`config.mk`:
```
export PLATFORM = sky130hd
export DESIGN_NAME = uart_imem_loader
export DESIGN_NICKNAME = d
export VERILOG_FILES = /design/src/rtl/uart_imem_loader_pkg.sv /design/src/rtl/uart_imem_loader_watchdog.sv /design/src/rtl/uart_imem_loader.sv
export SDC_FILE = /design/constraint.sdc
export NUM_CORES = 1
export LEC_CHECK = 0
export BUFFER_PORTS_ARGS = -buffer_cell sky130_fd_sc_hd__buf_2
export CORE_ASPECT_RATIO = 1.1
export CORE_MARGIN = 10
export CORE_UTILIZATION = 50
export CTS_CLUSTER_SIZE = 30
export DETAILED_ROUTE_END_ITERATION = 12
export HOLD_SLACK_MARGIN = 0.02
export PLACE_DENSITY = 0.75
export SETUP_SLACK_MARGIN = 0.4
export SLEW_MARGIN = 20
export SYNTH_ARGS = -nofsm -noshare
export SYNTH_HDL_FRONTEND = slang
export SYNTH_SLANG_ARGS = --single-unit
```
`constraint.sdc`:
```
create_clock -name clk_100MHz -period 2.72 [get_ports clk_100MHz]
set_clock_uncertainty 0.05 [all_clocks]
set_input_delay 0.816 -clock clk_100MHz [delete_from_list [all_inputs] [get_ports clk_100MHz]]
set_output_delay 0.816 -clock clk_100MHz [all_outputs]
set_load 0.005 [all_outputs]
```
`src/rtl/uart_imem_loader_pkg.sv`:
```
// Shared definitions for the UART instruction-memory loader.
//   - load_state_e : loader FSM state encoding
//   - MAGIC_DEFAULT: header tag expected in bits [31:16] of the header word
//   - header field positions and small helpers to split a header word
package uart_imem_loader_pkg;

  typedef enum logic [1:0] {
    IDLE  = 2'd0,
    LOAD  = 2'd1,
    DONE  = 2'd2,
    ERROR = 2'd3
  } load_state_e;

  localparam logic [15:0] MAGIC_DEFAULT = 16'hA5A5;

  localparam int unsigned HDR_MAGIC_MSB = 31;
  localparam int unsigned HDR_MAGIC_LSB = 16;
  localparam int unsigned HDR_COUNT_MSB = 15;
  localparam int unsigned HDR_COUNT_LSB = 0;

  function automatic logic [15:0] header_magic(input logic [31:0] word);
    return word[HDR_MAGIC_MSB:HDR_MAGIC_LSB];
  endfunction

  function automatic logic [15:0] header_count(input logic [31:0] word);
    return word[HDR_COUNT_MSB:HDR_COUNT_LSB];
  endfunction

endpackage

```
`src/rtl/uart_imem_loader_watchdog.sv`:
```
// Inter-word watchdog for the loader.
// Counts cycles while enabled and not cleared; flags expiry once the count
// reaches TIMEOUT_CYCLES-1 in a cycle where clear is low.
// Ports:
//   clk_100MHz - system clock
//   rst        - synchronous, active-high reset
//   clear      - restart the count from zero (a word arrived, or not loading)
//   enable     - count only while high
//   expired    - one-cycle pulse when the limit is reached without a clear
module loader_watchdog #(
  parameter int unsigned TIMEOUT_CYCLES = 1000000
) (
  input  logic clk_100MHz,
  input  logic rst,
  input  logic clear,
  input  logic enable,
  output logic expired
);

  localparam int unsigned CNT_W = (TIMEOUT_CYCLES > 2) ? $clog2(TIMEOUT_CYCLES) : 1;
  localparam logic [CNT_W-1:0] LIMIT = CNT_W'(TIMEOUT_CYCLES - 1);
  localparam logic [CNT_W-1:0] CNT_ONE = CNT_W'(1);

  logic [CNT_W-1:0] cnt_q, cnt_d;
  logic             hit;

  assign hit = (cnt_q == LIMIT);

  // Expiry is combinational so the FSM can leave LOAD on the very edge that
  // would otherwise have advanced the count past the limit. A simultaneous
  // clear (an arriving word) suppresses it.
  assign expired = enable & ~clear & hit;

  always_comb begin
    // NOTE: every always_comb output gets a default first so no path leaves
    // it unassigned, which would infer a latch.
    cnt_d = cnt_q;
    if (!enable || clear || hit) begin
      cnt_d = '0;
    end else begin
      cnt_d = cnt_q + CNT_ONE;
    end
  end

  always_ff @(posedge clk_100MHz) begin
    // NOTE: state is updated with non-blocking assignments so every flop
    // samples the pre-edge values, independent of statement order.
    if (rst) begin
      cnt_q <= '0;
    end else begin
      cnt_q <= cnt_d;
    end
  end

endmodule

```
`src/rtl/uart_imem_loader.sv`:
```
// UART instruction-memory loader.
// Watches assembled 32-bit words from the UART receive path. A header word
// (MAGIC in [31:16], count N in [15:0]) starts a load of N payload words into
// instruction memory at consecutive word addresses from 0. The CPU is held in
// reset until the final word has been written. Bad counts and inter-word
// silence longer than TIMEOUT_CYCLES are reported as errors.
// Ports:
//   clk_100MHz   - system clock
//   rst          - synchronous, active-high reset
//   word_in      - assembled word from the receive buffer
//   word_valid   - word-ready flag; only its rising edges are acted on
//   imem_we      - instruction memory write strobe, one cycle per word
//   imem_addr    - word address of the write
//   imem_wdata   - write data
//   cpu_rst      - CPU reset, high until a load has completed
//   load_done    - load completed
//   load_err     - load aborted (count too large or timeout)
//   words_loaded - payload words written in the current/last load
module uart_imem_loader
  import uart_imem_loader_pkg::*;
#(
  parameter int unsigned ADDR_W         = 8,
  parameter int unsigned TIMEOUT_CYCLES = 1000000,
  parameter logic [15:0] MAGIC          = MAGIC_DEFAULT
) (
  input  logic              clk_100MHz,
  input  logic              rst,
  input  logic [31:0]       word_in,
  input  logic              word_valid,
  output logic              imem_we,
  output logic [ADDR_W-1:0] imem_addr,
  output logic [31:0]       imem_wdata,
  output logic              cpu_rst,
  output logic              load_done,
  output logic              load_err,
  output logic [ADDR_W:0]   words_loaded
);

  localparam int unsigned      PTR_W    = ADDR_W + 1;
  localparam logic [31:0]      CAPACITY = 32'(1) << ADDR_W;
  localparam logic [PTR_W-1:0] PTR_ONE  = PTR_W'(1);

  load_state_e       state_q, state_d;
  logic              valid_q;
  logic [PTR_W-1:0]  wr_ptr_q, wr_ptr_d;
  logic [PTR_W-1:0]  remaining_q, remaining_d;
  logic              imem_we_q, imem_we_d;
  logic [ADDR_W-1:0] imem_addr_q, imem_addr_d;
  logic [31:0]       imem_wdata_q, imem_wdata_d;
  logic              cpu_rst_q, cpu_rst_d;
  logic              load_done_q, load_done_d;
  logic              load_err_q, load_err_d;

  logic        rise;
  logic        hdr_ok;
  logic [15:0] hdr_count;
  logic        hdr_too_big;
  logic        restart;
  logic        in_load;
  logic        wd_clear;
  logic        wd_expired;

  // A level already high when reset releases must not count as a new word,
  // which is why valid_q resets to 1.
  assign rise        = word_valid & ~valid_q;
  assign hdr_ok      = (header_magic(word_in) == MAGIC);
  assign hdr_count   = header_count(word_in);
  assign hdr_too_big = ({16'd0, hdr_count} > CAPACITY);
  assign in_load     = (state_q == LOAD);
  // Any valid header outside LOAD restarts the loader, even from DONE/ERROR.
  assign restart     = rise & hdr_ok & ~in_load;
  assign wd_clear    = rise | ~in_load;

  loader_watchdog #(
    .TIMEOUT_CYCLES(TIMEOUT_CYCLES)
  ) u_watchdog (
    .clk_100MHz(clk_100MHz),
    .rst       (rst),
    .clear     (wd_clear),
    .enable    (in_load),
    .expired   (wd_expired)
  );

  always_comb begin
    state_d      = state_q;
    wr_ptr_d     = wr_ptr_q;
    remaining_d  = remaining_q;
    imem_we_d    = 1'b0;
    imem_addr_d  = imem_addr_q;
    imem_wdata_d = imem_wdata_q;

    if (in_load) begin
      // Inside a load every word is payload, even one that looks like a header.
      if (rise) begin
        imem_we_d    = 1'b1;
        imem_addr_d  = wr_ptr_q[ADDR_W-1:0];
        imem_wdata_d = word_in;
        wr_ptr_d     = wr_ptr_q + PTR_ONE;
        remaining_d  = remaining_q - PTR_ONE;
        if (remaining_q == PTR_ONE) begin
          state_d = DONE;
        end
      end else if (wd_expired) begin
        state_d = ERROR;
      end
    end else if (restart) begin
      wr_ptr_d    = '0;
      remaining_d = '0;
      if (hdr_count == 16'd0) begin
        state_d = DONE;
      end else if (hdr_too_big) begin
        state_d = ERROR;
      end else begin
        state_d     = LOAD;
        remaining_d = PTR_W'(hdr_count);
      end
    end

    // Release the CPU only once DONE has been held across an edge, so the
    // release lands one cycle after the final write strobe. A restart
    // re-asserts reset immediately.
    load_done_d = (state_q == DONE) && (state_d == DONE) && !restart;
    cpu_rst_d   = ~load_done_d;
    load_err_d  = (state_d == ERROR);
  end

  always_ff @(posedge clk_100MHz) begin
    if (rst) begin
      state_q      <= IDLE;
      valid_q      <= 1'b1;
      wr_ptr_q     <= '0;
      remaining_q  <= '0;
      imem_we_q    <= 1'b0;
      imem_addr_q  <= '0;
      imem_wdata_q <= '0;
      cpu_rst_q    <= 1'b1;
      load_done_q  <= 1'b0;
      load_err_q   <= 1'b0;
    end else begin
      state_q      <= state_d;
      valid_q      <= word_valid;
      wr_ptr_q     <= wr_ptr_d;
      remaining_q  <= remaining_d;
      imem_we_q    <= imem_we_d;
      imem_addr_q  <= imem_addr_d;
      imem_wdata_q <= imem_wdata_d;
      cpu_rst_q    <= cpu_rst_d;
      load_done_q  <= load_done_d;
      load_err_q   <= load_err_d;
    end
  end

  assign imem_we      = imem_we_q;
  assign imem_addr    = imem_addr_q;
  assign imem_wdata   = imem_wdata_q;
  assign cpu_rst      = cpu_rst_q;
  assign load_done    = load_done_q;
  assign load_err     = load_err_q;
  // The write pointer counts payload words written since the last header.
  assign words_loaded = wr_ptr_q;

endmodule

```
==> impl_metrics.py <==
metrics = {
    "power": {
        "p_comb_share_pct": 6.3,
        "peakVddDrop_uv": 250.7,
        "switching_share_pct": 22.74,
        "clockPowerShare_pct": 40.4,
        "intPower_mw": 1.834,
        "seqPwrFrac_pct": 53.3,
        "switchingPower_mw": 0.5400,
        "cellPowerDensity_mw_per_mm2": 535.0,
        "p_leak_nw": 1.681,
    },
    "yosys": {
        "synth.cell_area_sq_mm": 0.003707,
        "synth_edf_count": 0,
        "synth.area.top_cells": "dfxtp_1 46%, nand2_1 10%, a21oi_1 7.8%, nor2_1 4.3%, xor2_1 3.5%",
        "synth.avg_cell_area_sq_um": 8.220,
        "synthFlopType": "dfxtp_1",
        "ys_ff_latch": 85,
        "synthCells": 451,
        "ys.warnings.count": 0,
        "synthTopCellsByCount": "99 x nand2_1, 85 x dfxtp_1, 58 x a21oi_1, 42 x nor2_1, 19 x clkbuf_1",
        "synth_top_area_cell": "dfxtp_1",
        "ys_async_sr_fraction_pct": 0,
        "synth_most_common_cell": "nand2_1",
        "yosysUniqueCellTypes": 50,
        "syn_nets": 490,
        "synth_top_area_share_pct": 45.90,
        "seq_area_frac_synth_pct": 45.90,
    },
    "worst_setup_path": {
        "critPathCaptureType": "flip-flop",
        "path_class": "input port to flip-flop",
        "rrSetupSlack_ns": 0.65,
        "startpoint_type": "input port",
        "r2r-end": "u_watchdog.cnt_q[7]",
        "required_ns": 2.94,
        "r2r-start": "state_q[0]",
        "r2r.worst_path.cells": 3,
        "cp_max_fo": 10,
        "arrival_ns": 2.40,
    },
    "status": {
        "status": "complete, no violations",
    },
    "sta": {
        "post-route-period-util_pct": 80.05,
        "grt_setup_unrepaired": "no",
        "hold_viol": 0,
        "min_period_ns": 2.177,
        "setup_violations": 0,
        "tns_ns": 0,
        "slew_headroom_pct": 47.27,
        "timing.fmax_mhz": 459.3,
        "drv_slew": 0,
        "hold-worst-slack_ns": 0.4038,
        "tightest_slew_ns": 0.7799,
    },
    "min_path": {
        "holdPathEnd": "imem_wdata[0]",
        "min_path_cells": 2,
        "hp-start": "imem_wdata[0]",
        "hp-class": "flip-flop to flip-flop",
    },
    "clock_network": {
        "clockBufferDepth": 2,
        "post_cts_buffers": 0,
        "cts_tree": "built",
        "postCtsHoldBufs": 0,
        "path_clk_slew_ns": 0.08,
        "cts_sinks": 85,
        "cts_made_buffers": 9,
        "clock_latency_ns": 0.36,
        "post_cts_resize_count": 0,
        "cts_max_level": 3,
        "cts-root-buf": "clkbuf_8",
    },
    "routing": {
        "wire_per_inst_um": 15.10,
        "ant_nets": 0,
        "routed_wl_mm": 9.409,
        "num_vias": 3431,
        "drt-pass1-iter-count": 4,
        "drc": 0,
        "drt_iter0_drc": 154,
        "vias_per_cell": 5.507,
    },
    "job": {
        "cap_violations": 0,
    },
    "placement": {
        "hpwl_mm": 6.991,
        "portBuffers": 87,
        "globalplace.congestion": 0.8125,
    },
    "floorplanning": {
        "ios": 88,
        "die_x_um": 102.1,
        "die_area_sq_mm": 0.01126,
        "start_util_pct": 52.02,
        "coreArea_sq_mm": 0.007127,
        "fp-row-count": 32,
        "die_h_um": 110.3,
    },
    "grt": {
        "grt_use_total_pct": 16.13,
        "antenna_found_initial": 0,
        "grt_max_degree": 37,
        "grt_pass1_vias": 3143,
        "grt_pass1_wl_mm": 14.85,
        "grt_overflow": 0,
    },
    "final_layout": {
        "nNetsFinal": 572,
        "n_fill_cell": 630,
        "area_growth_pct": 19.71,
        "antenna_cells": 0,
        "drive_gt1_share_pct": 23.05,
    },
}
metrics by stage:
stage          utilization [%]  cell area (sq um)  std cells  setup WS [ns]  power (mW)
6_report                 62.27               4438        623         0.5427       2.374
5_1_grt                  62.27               4438        623         0.4472       2.449
4_1_cts                  62.27               4438        623         0.5433       2.383
3_5_place_dp             59.36               4230        607         0.1716       1.445
3_3_place_gp             59.36               4230        607         0.2166       1.441
2_1_floorplan                -               3707        451         0.4521       1.376
layout by cell type (no fill, tap or decap), types with 10 or more instances in the layout:
master and count:
buf_2 87, nor3_1 11, dfxtp_1 85, nor2_1 42
inv_1 11, o21ai_0 10, nand2_1 99, xor2_1 15
a21oi_1 58
area by class of cell:
type	instances	area (sq um)	share of cell area (%)
Tap cell	85	106.4	2.396
Inverter	11	41.29	0.9304
Sequential cell	85	1702	38.34
Clock buffer	12	135.1	3.045
Clock inverter	4	72.57	1.635
Timing Repair Buffer	96	503.0	11.33
Multi-Input combinational cell	330	1878	42.32
critical path, stage by stage:
cell	delay, ns
buf_2	0.11
nand4bb_4	0.25
or4_4	0.58
o21ai_4	0.30
a21oi_2	0.10
a311oi_2	0.24
logic make-up (layout without fill, tap and decap cells):
| group | count (synthesis) | count (layout) | share of synthesized area (%) |
|---|---|---|---|
| flip-flops | 85 | 85 | 45.90 |
| adder cells (fa/ha/maj) | 4 | 4 | 1.350 |
| AND/OR/NAND/NOR | 211 | 211 | 28.45 |
| AO/OA/AOI/OAI | 92 | 92 | 14.88 |
| XOR/XNOR | 23 | 23 | 5.434 |
| buffers and inverters | 36 | 123 | 3.982 |
power by group through the flow:
stage          sequential (mW)  combinational [mW]  clock [mW]
2_1_floorplan             1.29              0.0835           0
3_3_place_gp              1.29               0.147           0
3_5_place_dp              1.29               0.150           0
4_1_cts                   1.27               0.150       0.968
5_1_grt                   1.27               0.165        1.02
6_report                  1.27               0.150       0.959
worst max-delay path by stage:
stage	start	end	slack, ns	depth (start not counted)
2_1_floorplan	word_in[19]	words_loaded[3]	0.45	5
3_3_place_gp	word_in[19]	words_loaded[3]	0.22	6
3_5_place_dp	word_in[19]	words_loaded[3]	0.17	6
4_1_cts	word_in[19]	words_loaded[3]	0.54	6
5_1_grt	word_in[19]	words_loaded[3]	0.45	6
6_report	word_in[19]	words_loaded[3]	0.54	6
routing by layer:
layer	vias up	wire (um)	GRT usage (%)
li1	1726	-	-
met4	0	178	7.056
met2	101	4584	27.31
met1	1586	3980	19.07
met5	-	0	0
met3	18	665	3.861
registers in the layout, indices dropped and copies added (netlist names):
signal / cells
state_q: 2
words_loaded: 9
imem_we: 1
imem_addr: 8
cpu_rst: 1
load_err: 1
load_done: 1
valid_q: 1
u_watchdog.cnt_q: 20
remaining_q: 9
imem_wdata: 32
Power figures use the tool's default switching activity.
